[config.mk]
export PLATFORM = sky130hd
export DESIGN_NAME = rx_frame_sync
export DESIGN_NICKNAME = d
export VERILOG_FILES = /design/src/rtl/rx_frame_sync.sv
export SDC_FILE = /design/constraint.sdc
export NUM_CORES = 1
export LEC_CHECK = 0
export ABC_AREA = 1
export CORE_UTILIZATION = 62
export DETAILED_ROUTE_END_ITERATION = 8
export GPL_TIMING_DRIVEN = 0
export MAX_ROUTING_LAYER = met4
export PLACE_DENSITY = 0.95
export SYNTH_ARGS = -nofsm -noshare
export SYNTH_HDL_FRONTEND = slang
export SYNTH_SLANG_ARGS = --single-unit
[constraint.sdc]
create_clock -name clk_1M024 -period 8.4 [get_ports clk_1M024]
set_clock_uncertainty 0.2 [all_clocks]
set_input_delay 0.84 -clock clk_1M024 [delete_from_list [all_inputs] [get_ports clk_1M024]]
set_output_delay 0.84 -clock clk_1M024 [all_outputs]
set_load 0.01 [all_outputs]
[src/rtl/rx_frame_sync.sv]
// Bit-serial frame synchroniser: hunts for a sync word (either polarity),
// then packs the following payload bits into bytes on a one-deep output.
module rx_frame_sync #(
  parameter logic [15:0] SYNC_WORD     = 16'hEB90,
  parameter int          PAYLOAD_BYTES = 16
) (
  input  logic        clk_1M024,
  input  logic        rst_n_1M024,
  input  logic        rx_bit,
  input  logic        rx_valid,
  input  logic [1:0]  sync_tol,
  output logic [7:0]  data_tdata,
  output logic        data_tvalid,
  input  logic        data_tready,
  output logic        data_tlast,
  output logic        data_tuser,
  output logic        locked,
  output logic        inverted,
  output logic [15:0] frame_cnt,
  output logic        overflow
);

  typedef enum logic {
    HUNT    = 1'b0,
    PAYLOAD = 1'b1
  } state_t;

  localparam logic [7:0] LAST_IDX = 8'(PAYLOAD_BYTES - 1);

  state_t      r_state;
  logic [15:0] r_sr;
  logic [4:0]  r_fill;
  logic [2:0]  r_bit_cnt;
  logic [7:0]  r_byte_cnt;
  logic [7:0]  r_asm;
  logic        r_locked;
  logic        r_inverted;
  logic [15:0] r_frame_cnt;
  logic [7:0]  r_tdata;
  logic        r_tvalid;
  logic        r_tlast;
  logic        r_tuser;
  logic        r_overflow;

  logic [15:0] w_sr_next;
  logic [4:0]  w_d0;
  logic [4:0]  w_d1;
  logic [4:0]  w_tol;
  logic        w_fill_ok;
  logic        w_hit0;
  logic        w_hit1;
  logic [7:0]  w_asm_next;
  logic        w_byte_done;
  logic        w_last_byte;
  logic        w_retire;
  logic        w_drop;

  function automatic logic [4:0] popcnt16(input logic [15:0] v);
    logic [4:0] c;
    c = '0;
    for (int i = 0; i < 16; i++) begin
      c = c + {4'b0000, v[i]};
    end
    return c;
  endfunction

  // Sync correlation and byte-completion decode for the current bit.
  always_comb begin
    w_sr_next   = {r_sr[14:0], rx_bit};
    w_d0        = popcnt16(w_sr_next ^ SYNC_WORD);
    w_d1        = popcnt16(w_sr_next ^ ~SYNC_WORD);
    w_tol       = {3'b000, sync_tol};
    // The bit being shifted now counts toward the 16-bit fill.
    w_fill_ok   = r_fill[4] || (r_fill == 5'd15);
    w_hit0      = w_fill_ok && (w_d0 <= w_tol);
    w_hit1      = w_fill_ok && (w_d1 <= w_tol);
    w_asm_next  = {r_asm[6:0], rx_bit ^ r_inverted};
    w_byte_done = (r_state == PAYLOAD) && rx_valid
                  && (r_bit_cnt == 3'd7);
    w_last_byte = (r_byte_cnt == LAST_IDX);
    w_retire    = r_tvalid && data_tready;
    w_drop      = w_byte_done && r_tvalid && !data_tready;
  end

  // Hunt/payload state machine with its shift, fill and byte counters.
  always_ff @(posedge clk_1M024 or negedge rst_n_1M024) begin
    if (!rst_n_1M024) begin
      r_state     <= HUNT;
      r_sr        <= '0;
      r_fill      <= '0;
      r_bit_cnt   <= '0;
      r_byte_cnt  <= '0;
      r_asm       <= '0;
      r_locked    <= 1'b0;
      r_inverted  <= 1'b0;
      r_frame_cnt <= '0;
    end else if (rx_valid) begin
      unique case (r_state)
        HUNT: begin
          r_sr <= w_sr_next;
          if (!r_fill[4]) begin
            r_fill <= r_fill + 5'd1;
          end
          if (w_hit0 || w_hit1) begin
            r_state     <= PAYLOAD;
            r_locked    <= 1'b1;
            // True polarity wins when both polarities are in tolerance.
            r_inverted  <= !w_hit0;
            r_frame_cnt <= r_frame_cnt + 16'd1;
            r_bit_cnt   <= '0;
            r_byte_cnt  <= '0;
            r_asm       <= '0;
          end
        end
        PAYLOAD: begin
          r_asm     <= w_asm_next;
          r_bit_cnt <= r_bit_cnt + 3'd1;
          if (w_byte_done) begin
            r_byte_cnt <= r_byte_cnt + 8'd1;
            if (w_last_byte) begin
              r_state  <= HUNT;
              r_locked <= 1'b0;
              r_sr     <= '0;
              r_fill   <= '0;
            end
          end
        end
        default: r_state <= HUNT;
      endcase
    end
  end

  // One-deep output register; a byte arriving into a stalled slot is lost.
  always_ff @(posedge clk_1M024 or negedge rst_n_1M024) begin
    if (!rst_n_1M024) begin
      r_tdata    <= '0;
      r_tvalid   <= 1'b0;
      r_tlast    <= 1'b0;
      r_tuser    <= 1'b0;
      r_overflow <= 1'b0;
    end else begin
      if (w_byte_done && !w_drop) begin
        r_tdata  <= w_asm_next;
        r_tvalid <= 1'b1;
        r_tuser  <= (r_byte_cnt == 8'd0);
        r_tlast  <= w_last_byte;
      end else if (w_retire) begin
        r_tvalid <= 1'b0;
      end
      if (w_drop) begin
        r_overflow <= 1'b1;
      end
    end
  end

  assign data_tdata  = r_tdata;
  assign data_tvalid = r_tvalid;
  assign data_tlast  = r_tlast;
  assign data_tuser  = r_tuser;
  assign locked      = r_locked;
  assign inverted    = r_inverted;
  assign frame_cnt   = r_frame_cnt;
  assign overflow    = r_overflow;

endmodule

After elaboration in Yosys (flattened, before gate mapping):

Cells that the tools add are included.

* bits of input ports: 7
* output and inout port bits: 30
* word-level logic and storage cells: 106
* register bits: 69

* equality and inequality tests: 7
* reductions and logical operators: 21
* bitwise gates (word level): 4
* $add $sub $neg: 34
* muxes and demuxes: 23
* magnitude comparators: 2

Operators with widths (count)
* 5-bit by 1-bit adder with 5-bit output: 22
* 15-bit 2-to-1 mux: 2
* 15-bit one-hot mux with 2 select lines: 1
* 16-bit by 1-bit adder with 16-bit output (second input constant): 1
* 8-bit 2-to-1 mux: 2
* 8-bit NOT: 2
* 8-bit one-hot mux with 2 select lines: 1
* 5-bit 2-to-1 mux: 3
* 7-bit one-hot mux with 2 select lines: 1
* 4-bit by 1-bit adder with 5-bit output: 2
* 5-bit by 2-bit less-or-equal comparator with 1-bit output: 2
* 5-bit one-hot mux with 2 select lines: 1
* 3-bit AND reduction: 3
* 3-bit by 1-bit adder with 4-bit output: 2
* 8-bit by 1-bit adder with 8-bit output (second input constant): 1
* 8-bit by 4-bit equality test with 1-bit output (second input constant): 1
* 1-bit logical AND: 8
* 8-bit zero test: 1
* 1-bit 2-to-1 mux: 8
* 4-bit AND reduction: 2
* 2-bit by 1-bit adder with 3-bit output: 2
* 3-bit one-hot mux with 2 select lines: 1
* 5-bit by 1-bit adder with 5-bit output (second input constant): 1
* 5-bit by 4-bit equality test with 1-bit output (second input constant): 1
* other kinds (13): 20

Logic depth before layout (Yosys ltp):

Gate-level depths: netlist of run 1.

* depth in word-level cells: 21
* depth in mapped cells: 21
* gate-level depth less buffers: 21

Least setup slack after synthesis of run 1:

OpenSTA, ideal clock, no wires.

* path kind: in2reg
* start point: input rx_bit
* end point: register r_locked, in the netlist locked
* setup slack: 3.559 ns
* stages: 19
* buffers on the path: 1
* required time: 8.084 ns
* arrival: 4.525 ns
* cells stage by stage: fa_1 > inv_1 > fa_1 > fa_1 > fa_1 > inv_1 > ha_1 > fa_1 > ha_1 > nand2_1 > nand2_1 > nand2_1 > nand3_1 > nand2_1 > nand2_2 > inv_2 > buf_4 > nor2_1 > nor2_1

* word-level cells in the longest chain between the ends: 21
* elaborated cells on any way between the ends: 38

Ends and longest elaborated chain
* start, declared: line 9 `input logic rx_bit,`
* 8-bit NOT (no source line)
* 1-bit by 1-bit adder with 2-bit output: line 62 `c = c + {4'b0000, v[i]};`
* 2-bit by 1-bit adder with 3-bit output: line 62
* 3-bit by 1-bit adder with 4-bit output: line 62
* 4-bit by 1-bit adder with 5-bit output: line 62
* 5-bit by 1-bit adder with 5-bit output (11 in series): line 62
* 5-bit by 2-bit less-or-equal comparator with 1-bit output: line 76 `w_hit1 = w_fill_ok && (w_d1 <= w_tol);`
* 1-bit logical AND: line 76
* 1-bit logical OR *: line 104 `if (w_hit0 || w_hit1) begin`
* 2-bit inequality test (no source line) *
* 4-bit AND reduction (no source line) *
* end signal, assigned: line 94 `r_locked <= 1'b0;`
* end signal, assigned: line 106 `r_locked <= 1'b1;`
* end signal, assigned: line 122 `r_locked <= 1'b0;`
* end, declared: line 36 `logic r_locked;`

Mark *: on every way between the ends. The rest lies on a longest branch, timed or not.
A chain may end at the register's enable or synchronous reset.

Final worst setup path of run 1:

* start point: input rx_bit
* end point: register r_state

* word-level cells in the longest chain between the ends: 21
* elaborated cells on any way between the ends: 38

Ends and longest elaborated chain
* 8-bit NOT (no source line)
* 1-bit by 1-bit adder with 2-bit output: line 62
* 2-bit by 1-bit adder with 3-bit output: line 62
* 3-bit by 1-bit adder with 4-bit output: line 62
* 4-bit by 1-bit adder with 5-bit output: line 62
* 5-bit by 1-bit adder with 5-bit output (11 in series): line 62
* 5-bit by 2-bit less-or-equal comparator with 1-bit output: line 76
* 1-bit logical AND: line 76
* 1-bit logical OR *: line 104
* 1-bit 2-to-1 mux *: line 104
* 1-bit one-hot mux with 2 select lines *: line 98 `unique case (r_state)`
* end signal, assigned: line 88 `r_state <= HUNT;`
* end signal, assigned: line 105 `r_state <= PAYLOAD;`
* end signal, assigned: line 121 `r_state <= HUNT;`
* end, declared: line 30 `state_t r_state;`

Marked as above.

==> results.md, run 1 <==
- Yosys reg bits: 69
- Max-cap viol count: 0
- Routed via count: 3233
- DRC violations left: 0
- Worst-skew pair later-pin latency: 340 ps
- Fill count: 409
- Ant. Diodes: 0
- Initial antenna violation count: 0
- Gp weighted congestion: 0.960
- CTS Buf Count: 9
- Post-CTS sizing: 0
- CP bufs+invs: 4
- Post-DP HPWL: 6340 um
- Die Wd: 82.3 um
- Synth cell types: 28
- Initial Util: 66.0%
- Die area: 6780 sq um
- Clock transition at path regs: 70 ps
- R2R cell count: 17
- 1st-iter DRT viols: 274
- GRT met1 Usage: 35.9%
- Critical Path Start Type: input port
- Final Hold Fails: 0
- CP arrival: 5580 ps
- Vias in the first global route: 3234
- DR pass1 iterations: 4
- Final WL: 8740 um
- CP max FO: 10
- Setup-failing EPs final: 0
- FF-to-FF setup slack: 3540 ps
- Core Rows: 28
- Grt met2 use: 52.4%
- Syn avg cell area: 8.59 sq um
- Max Slew Vio Count: 0
- CTS HTree Levels: 3
- DR WL/cell: 14.7 um
- CTS sink cnt: 69
- Crit end category: flop
- Worst min path class: reg -> reg
- Fin Hold WS: 276 ps
- Global route total overflow: 0
- Layout cell share with drive strength beyond 1: 6.56%
- CP dominant cell by count: fa_1
- Yosys warnings: 0
- Mapped Nets: 513
- CP startpoint: rx_bit
- Commonest cells after routing, fill and taps aside: nand2_1 (143), inv_1 (74), dfrtp_1 (69)
- Gate Count Post-Synth: 466
- Pin count of the biggest net entering global routing: 70
- Worst setup path end: r_state$_DFFE_PN0P_
- CTS tree: done
- Worst slew pin tran: 847 ps
- First-pass GRT wire length: 14700 um
- Critical path's slowest cell: fa_1
- Setup bufs post-CTS: 0
- Critical Path Max Stage Delay: 620 ps
- Clock root cell: clkbuf_8
- Total GRT Usage: 30.6%
- CTS Buffer Depth: 2
- Antenna viol nets, final: 0
- Setup TNS: 0 ps
- Critical path class: in -> reg
- Vias/cell: 5.45
- Critical path depth: 18
- Worst endpoint required time: 8400 ps
- RSZ-0062 raised after global routing: false
- Utilization after layout: 76.4%
- Worst reg2reg startpoint: r_sr[0]$_DFFE_PN0P_
- Critical Path, Cell by Cell: clkdlybuf4s50_1 > fa_1 > inv_1 > fa_1 > fa_1 > fa_1 > inv_1 > ha_1 > fa_1 > ha_1 > nand2_1 > nand2_1 > nand2_1 > nand3_1 > nand2_1 > nand2_2 > buf_2 > o21ai_0
- Post-route clock period utilization: 66.5%
- Sequential share of the synthesized area: 43.2%
- Number of I/O port buffers: 36
- Commonest non-fill, non-tap cell in the layout: nand2_1
- Met3 usage: 7.14%
- Area of the mapped netlist: 4000 sq um
- CP top delay family: adder cells
- Fin nets: 560
- Chip Height: 82.3 um
- Worst r2r dst: r_state$_DFFE_PN0P_
- Core area: 6060 sq um
- Fmax: 0.179 GHz
- Status: completed
- Layout area overhead: 15.7%
- Final Critical Period: 5590 ps
- Post-CTS Hold Buffers: 0
- Ports: 37
- GRT busiest layer: met2
- Rel. slew slack: 43.5%
## area by class of cell
type | count | area (sq um) | share of cell area [%]
buffer | 7 | 42.5 | 0.919
clock buffer | 12 | 155 | 3.35
clock inverter | 4 | 22.5 | 0.486
inverter | 78 | 295 | 6.38
multi-input combinational | 312 | 1940 | 41.8
sequential | 69 | 1730 | 37.3
tap | 75 | 93.8 | 2.03
timing repair buffer | 36 | 358 | 7.73
## per-layer routing
| layer | routed length (um) | part of all wire (%) |
|---|---|---|
| met5 | 0 | 0 |
| met4 | 159 | 1.8 |
| met3 | 477 | 5.5 |
| met2 | 4610 | 53 |
| met1 | 3500 | 40 |
## worst min-delay path by stage
stage	start	cells past startpoint	end
2_1_floorplan	r_asm[6]$_DFFE_PN0P_	2	r_asm[6]$_DFFE_PN0P_
3_3_place_gp	overflow$_DFFE_PN0P_	1	overflow$_DFFE_PN0P_
3_5_place_dp	data_tdata[4]$_DFFE_PN0P_	2	data_tdata[4]$_DFFE_PN0P_
4_1_cts	data_tdata[4]$_DFFE_PN0P_	2	data_tdata[4]$_DFFE_PN0P_
5_1_grt	data_tdata[1]$_DFFE_PN0P_	2	data_tdata[1]$_DFFE_PN0P_
6_report	data_tdata[4]$_DFFE_PN0P_	2	data_tdata[4]$_DFFE_PN0P_
## sequential cells by signal, indices dropped and copies added, names as in the netlist
register and cells:
r_sr 15, frame_cnt 16, r_state 1, r_byte_cnt 8, data_tdata 8, locked 1, r_asm 7, r_bit_cnt 3
r_fill 5, data_tuser 1, overflow 1, inverted 1, data_tvalid 1, data_tlast 1
## logic make-up (layout without fill, tap and decap cells)
kind of cell             count (synthesis)  after routing  synth area share, %
adder cells (fa/ha/maj)                 40             40                 16.3
XOR/XNOR                                20             20                 4.38
AND/OR/NAND/NOR                        214            214                 22.3
buffers and inverters                   85            137                 8.44
flip-flops                              69             69                 43.2
AO/OA/AOI/OAI                           38             38                 5.44
## worst reg2reg max path: cells and delay by family (launching register included)
| kind | cells | cell delay [ps] |
|---|---|---|
| adders and majority gates | 7 | 2980 |
| and+or+nand+nor | 6 | 560 |
| DFF | 1 | 430 |
| buffers and inverters | 3 | 410 |
| AOI/OAI and AO/OA | 1 | 140 |
## per-stage QoR
step	instances	instance area, sq um	worst slack (ps)
after floorplan	466	4000	3560
after global placement	577	4460	2670
after detailed placement	577	4450	2500
after CTS	593	4630	2830
after global routing	593	4630	2560
final	593	4630	2810
## synth_stat cells
master	number	area, sq um
nand2_1	143	537
inv_1	74	278
dfrtp_1	69	1730
nor2_1	27	101
nand3_1	22	110
fa_1	20	400
ha_1	20	250
o22ai_1	15	93.8
xor2_1	12	105
o21ai_0	11	55.1
nor3_1	9	45.0
o21ai_1	9	45.0
xnor2_1	8	70.1
buf_4	4	30.0
nand2_2	4	25.0
nand4_1	4	25.0
clkbuf_1	2	7.51
inv_2	2	7.51
or2_2	2	12.5
a21o_1	1	7.51
buf_2	1	5.00
clkinv_1	1	3.75
inv_4	1	6.26
nor2_2	1	6.26
nor2_4	1	11.3
nor2_8	1	20.0
o21ai_2	1	8.76
o31ai_1	1	7.51
Power of run 1 is left out: the tool's default activity adds up to more than one toggle a clock period on the data nets, which glitch-free logic cannot reach.
==> run 2: changes to the inputs <==
--- a/config.mk
+++ b/config.mk
@@ -6,11 +6,11 @@
 export NUM_CORES = 1
 export LEC_CHECK = 0
 export ABC_AREA = 1
-export CORE_UTILIZATION = 62
+export CORE_UTILIZATION = 52
 export DETAILED_ROUTE_END_ITERATION = 8
 export GPL_TIMING_DRIVEN = 0
 export MAX_ROUTING_LAYER = met4
-export PLACE_DENSITY = 0.95
+export PLACE_DENSITY = 0.87
 export SYNTH_ARGS = -nofsm -noshare
 export SYNTH_HDL_FRONTEND = slang
 export SYNTH_SLANG_ARGS = --single-unit
==> constraint.sdc (replaced) <==
create_clock -name clk_1M024 -period 4.6 [get_ports clk_1M024]
set_clock_uncertainty 0.2 [all_clocks]
set_input_delay 0.46 -clock clk_1M024 [delete_from_list [all_inputs] [get_ports clk_1M024]]
set_output_delay 0.46 -clock clk_1M024 [all_outputs]
set_load 0.01 [all_outputs]
==> run 2 against run 1 <==
Net effect:
- the run now ends with negative setup slack left
- routed wire length rose by 0.32%
- worst hold slack got worse by 270 ps
- clock-buffer cell count fell by 1
- register-to-register slack got worse by 3600 ps
==> results.md, run 2 (synthesis gave the netlist of run 1 again) <==
- Core area: 7330 sq um
- Pin count of the biggest net entering global routing: 70
- CTS Buf Count: 9
- Chip Height: 89.7 um
- Post-route clock period utilization: 102%
- Clock transition at path regs: 70 ps
- DRC violations left: 0
- Final WL: 8770 um
- Commonest non-fill, non-tap cell in the layout: nand2_1
- FF-to-FF setup slack: -100 ps
- Critical path class: reg -> reg
- First-pass GRT wire length: 13800 um
- Ant. Diodes: 0
- Global route total overflow: 0
- Antenna viol nets, final: 0
- Gp weighted congestion: 0.972
- Routed via count: 3298
- Setup ws final: -99.4 ps
- Fin nets: 569
- CTS Buffer Depth: 2
- Initial Util: 54.6%
- Setup-failing EPs final: 32
- Total GRT Usage: 22.1%
- Layout area overhead: 24.9%
- Worst min path class: in -> async
- Status: finished, violations left
- Max-cap viol count: 0
- Clock root cell: clkbuf_8
- Worst-skew pair later-pin latency: 350 ps
- Post-DP HPWL: 5910 um
- RSZ-0062 raised after global routing: true
- Die Wd: 89.7 um
- CP top delay family: adder cells
- DR WL/cell: 14.0 um
- Commonest cells after routing, fill and taps aside: nand2_1 (124), dfrtp_1 (69), inv_1 (67)
- Final Hold Fails: 0
- Layout cell share with drive strength beyond 1: 16.7%
- Max Slew Vio Count: 0
- Die area: 8050 sq um
- Final Critical Period: 4700 ps
- CP arrival: 4740 ps
- Core Rows: 31
- CTS tree: done
- Worst reg2reg startpoint: r_sr[11]$_DFFE_PN0P_
- Crit end category: flop
- Worst slew pin tran: 852 ps
- Rel. slew slack: 43.2%
- Critical path's slowest cell: fa_1
- Vias in the first global route: 3128
- CP bufs+invs: 5
- CP max FO: 6
- Initial antenna violation count: 0
- CP startpoint: r_sr[11]$_DFFE_PN0P_
- DR pass1 iterations: 5
- Critical Path, Cell by Cell: inv_2 > buf_6 > fa_1 > fa_1 > fa_1 > fa_1 > inv_2 > ha_4 > fa_1 > ha_1 > nand2_1 > nand2_1 > nand2_2 > nand3_2 > nand2_4 > nand2_8 > clkinv_8 > buf_8 > nor2_2 > nor2_1
- Fmax: 0.213 GHz
- Critical Path Max Stage Delay: 530 ps
- Ports: 37
- 1st-iter DRT viols: 239
- CTS HTree Levels: 3
- Worst endpoint required time: 4640 ps
- CP dominant cell by count: fa_1
- Critical Path Start Type: flop
- Number of I/O port buffers: 36
- Largest register FFs: 16
- Utilization after layout: 68.2%
- Vias/cell: 5.27
- CTS sink cnt: 69
- Failing checks: negative setup slack
## run 2: changes by cell type in the layout (fill, tap and decap cells not counted), moves of 3 or more
cell,before,now
inv_2,2,8
nand3_2,0,8
o21ai_2,1,9
nand3_1,22,14
nand2_1,143,124
buf_6,0,4
o21ai_0,11,3
buf_4,5,8
nand2_2,4,17
inv_1,74,67
nand2_4,0,4
## run 2: routing by layer
layer,share of wire (%),vias to the layer above,global-route usage (%)
met2,51,104,36.0
met1,43,1621,27.3
met4,1.3,0,6.69
li1,-,1559,-
met3,5.4,14,5.50
met5,0,-,-
## run 2: metrics by stage
step                      setup TNS, ps  std cells  setup WS, ps  hold slack [ps]  area, sq um
after floorplan                       0        466           139            -35.6         4000
after global placement           -24170        601          -728              246         4490
after detailed placement         -27270        601          -824              248         4480
after CTS                         -1.94        620         -1.94             54.7         4730
after global routing              -6560        626          -218              105         5000
final                             -1720        626         -99.4             6.35         5000
## run 2: layout make-up
type	instances	area, sq um
fill	510	2330
multi-input combinational	312	2120
sequential	69	1730
timing repair buffer	45	455
inverter	78	308
clock buffer	11	141
tap	99	124
buffer	7	63.8
clock inverter	5	60.1
## run 2: path summary, 6_finish.rpt
kind                                         to  cells past startpoint
setup / recovery             locked$_DFFE_PN0P_                     20
hold / removal              r_sr[7]$_DFFE_PN0P_                      1
setup reg to reg             locked$_DFFE_PN0P_                     20
hold reg to reg            overflow$_DFFE_PN0P_                      1
max in group asynchronous  r_asm[1]$_DFFE_PN0P_                      1
min in group clk_1M024     overflow$_DFFE_PN0P_                      1
## run 2: what timing repair did
item                                    in CTS  in global routing
endpoints found under the setup margin      37                 37
resized for setup                           11                 67
hold endpoints to repair                     0                  0
hold buffers                                 0                  0
setup buffers                                3                  4
gates cloned                                 0                  2
pin swaps                                    1                 19
## run 2: worst register-to-register path, stage by stage, from the launching register on
cell and delay (ps):
dfrtp_1 350, inv_2 60, buf_6 120, fa_1 500, fa_1 530, fa_1 430
fa_1 530, inv_2 50, ha_4 150, fa_1 460, ha_1 310, nand2_1 70
nand2_1 90, nand2_2 70, nand3_2 100, nand2_4 70, nand2_8 120, clkinv_8 90
buf_8 140, nor2_2 90, nor2_1 50
Power of run 2 is left out for the same reason.
==> run 3: changes to the inputs <==
--- a/config.mk
+++ b/config.mk
@@ -5,7 +5,6 @@
 export SDC_FILE = /design/constraint.sdc
 export NUM_CORES = 1
 export LEC_CHECK = 0
-export ABC_AREA = 1
 export CORE_UTILIZATION = 52
 export DETAILED_ROUTE_END_ITERATION = 8
 export GPL_TIMING_DRIVEN = 0
==> run 3 against run 2 <==
Net effect:
- critical path depth is 5 lower
- global-route usage up 6.6 points
- register-to-register slack lost 260 ps
- worst hold slack gained 12 ps
- die area shrank 2.8%
- non-clock buffer count is 22 higher
- synthesized area down 2.9%
- fmax fell by 5.2%
- cell count is 15% lower
- critical endpoint is now frame_cnt[5]$_DFFE_PN0P_
- first-iteration DRC count rose by 31%
- the run still ends with negative setup slack left
- sequential share of layout area shrank 1.4 points
- core utilization rose by 3.7 points
==> results.md, run 3 <==
- Yosys top cell area share: 44.4%
- Ant. Diodes: 0
- Initial antenna violation count: 0
- Fill count: 454
- Most frequent cell after synthesis: dfrtp_1
- Sequential share of the synthesized area: 44.4%
- Placed Instances: 486
- Syn avg cell area: 11.1 sq um
- Commonest non-fill, non-tap cell in the layout: dfrtp_1
- Number of I/O port buffers: 36
- Fin nets: 472
- Gate Count Post-Synth: 351
- FFs w/ async S/R, synth: 100%
- Synth cell types: 41
- Worst endpoint required time: 4660 ps
- Vias in the first global route: 3373
- Top FF cell, synth: dfrtp_1
- DRC violations left: 0
- Post-synth top cells: dfrtp_1 (69), inv_1 (42), fa_1 (20), ha_1 (20), nand2_1 (20)
- Setup-failing EPs final: 37
- RSZ-0062 raised after global routing: true
- Global route total overflow: 0
- Post-route clock period utilization: 108%
- DR WL/cell: 20.4 um
- DR pass1 iterations: 6
- Yosys warnings: 0
- CP arrival: 5020 ps
- Die area: 7820 sq um
- Pin count of the biggest net entering global routing: 70
- Crit end category: flop
- Max-cap viol count: 0
- Worst-skew pair later-pin latency: 360 ps
- Layout cell share with drive strength beyond 1: 25.1%
- CTS HTree Levels: 3
- Initial Util: 53.6%
- Area of the mapped netlist: 3880 sq um
- Vias/cell: 6.02
- Setup ws final: -355 ps
- Register Area: 1730 sq um
- Failing checks: negative setup slack
- Worst slew pin tran: 861 ps
- Layout area overhead: 34.2%
- Post-DP HPWL: 5860 um
- Core area: 7250 sq um
- Yosys reg bits: 69
- Layout Cells excl Fill: 529
- Clock root cell: clkbuf_8
- CTS Buffer Depth: 2
- Ports: 37
- Utilization after layout: 71.9%
- CP max FO: 5
- Mapped Nets: 398
- Clock transition at path regs: 90 ps
- Chip Height: 88.4 um
- CTS tree: done
- Fmax: 0.202 GHz
- CTS Buf Count: 9
- Die Wd: 88.4 um
- CTS sink cnt: 69
- Final Critical Period: 4950 ps
- Max Slew Vio Count: 0
- Commonest cells after routing, fill and taps aside: dfrtp_1 (66), inv_1 (34), clkdlybuf4s50_1 (34)
- Top cells by area, synth: dfrtp_1 (44%), fa_1 (10%), ha_1 (6.4%)
- Final Hold Fails: 0
- Largest register FFs: 16
- Area of the multi-input gates: 2230 sq um
- Critical Path Start Type: flop
- Core Rows: 31
- Worst min path class: in -> async
- Post-synth EDFFs: 0
- Gp weighted congestion: 0.807
- Total GRT Usage: 28.7%
- Rel. slew slack: 42.6%
- Antenna viol nets, final: 0
- Post-CTS Hold Buffers: 0
- Critical path class: reg -> reg
- 1st-iter DRT viols: 313
- Final WL: 10800 um
- Routed via count: 3184
- Status: finished, violations left
- First-pass GRT wire length: 16000 um
- Area leader, netlist: dfrtp_1
run 3: cell types whose count changed in the layout (fill, tap and decap cells not counted), sizes merged, moves of 9 or more:
cell	before	now
a21oi	0	12
a22o	0	15
a22oi	0	9
buf	14	32
inv	76	44
mux2	0	11
nand2	147	20
nand2b	0	11
nand3	22	11
nor2	30	17
o22ai	15	0
run 3: path summary, 6_finish.rpt:
check	startpoint	to	slack [ps]	cells past startpoint
max	r_sr[0]$_DFFE_PN0P_	frame_cnt[5]$_DFFE_PN0P_	-350	15
min	rst_n_1M024	r_bit_cnt[0]$_DFFE_PN0P_	20	1
max reg2reg	r_sr[0]$_DFFE_PN0P_	frame_cnt[5]$_DFFE_PN0P_	-350	15
min reg2reg	overflow$_DFFE_PN0P_	overflow$_DFFE_PN0P_	290	1
max in group asynchronous	rst_n_1M024	r_sr[2]$_DFFE_PN0P_	3570	1
min in group clk_1M024	overflow$_DFFE_PN0P_	overflow$_DFFE_PN0P_	290	1
run 3: cell families after synthesis:
kind of cell / Yosys count / synth area share, %
mux: 13 / 3.70
buf+inv: 55 / 5.51
simple gates: 80 / 10.4
xor+xnor: 22 / 4.96
compound gates: 72 / 14.3
flops: 69 / 44.4
fa+ha+maj: 40 / 16.7
run 3: what timing repair did:
item                                    4_1_cts  5_1_grt
gates resized for setup                      49       33
pin swaps                                    21       12
setup buffers                                17        7
cloned                                        3        1
endpoints found under the hold margin         0        0
endpoints found under the setup margin       37       37
run 3: area by class of cell:
type | instances | share of cell area, %
buffer | 11 | 1.22
clock inverter | 7 | 2.33
tap | 99 | 2.38
multi-input combinational | 228 | 42.8
inverter | 43 | 3.10
clock buffer | 9 | 2.38
sequential | 69 | 33.2
timing repair buffer | 63 | 12.7
run 3: per-layer routing:
layer | up-vias | GRT usage (%) | part of all wire (%) | wire [um]
met5 | - | - | 0 | 0
met4 | 0 | 13.9 | 4.6 | 500
met3 | 60 | 6.62 | 6.4 | 686
met2 | 200 | 49.8 | 53 | 5680
met1 | 1577 | 30.8 | 36 | 3940
li1 | 1347 | - | - | -
run 3: worst max-delay path: stages (launching register included):
cell,delay (ps)
dfrtp_2,440
fa_1,520
inv_1,60
fa_1,470
fa_1,500
fa_1,490
inv_1,40
ha_2,170
fa_1,530
ha_4,210
nor2b_4,120
o21ai_2,160
o211ai_4,130
buf_4,200
a2111oi_4,370
xor2_1,250
run 3: metrics by stage:
step	hold WS (ps)	setup slack (ps)	TNS, ps	instance area, sq um
detailed placement	276	-1100	-37180	4420
floorplan	-35.6	-185	-3560	3940
global placement	256	-1020	-34330	4420
finish	18.5	-355	-10000	5220
global route	73.4	-487	-14980	5220
CTS	44.9	-297	-7910	5050
Power of run 3 is left out for the same reason.
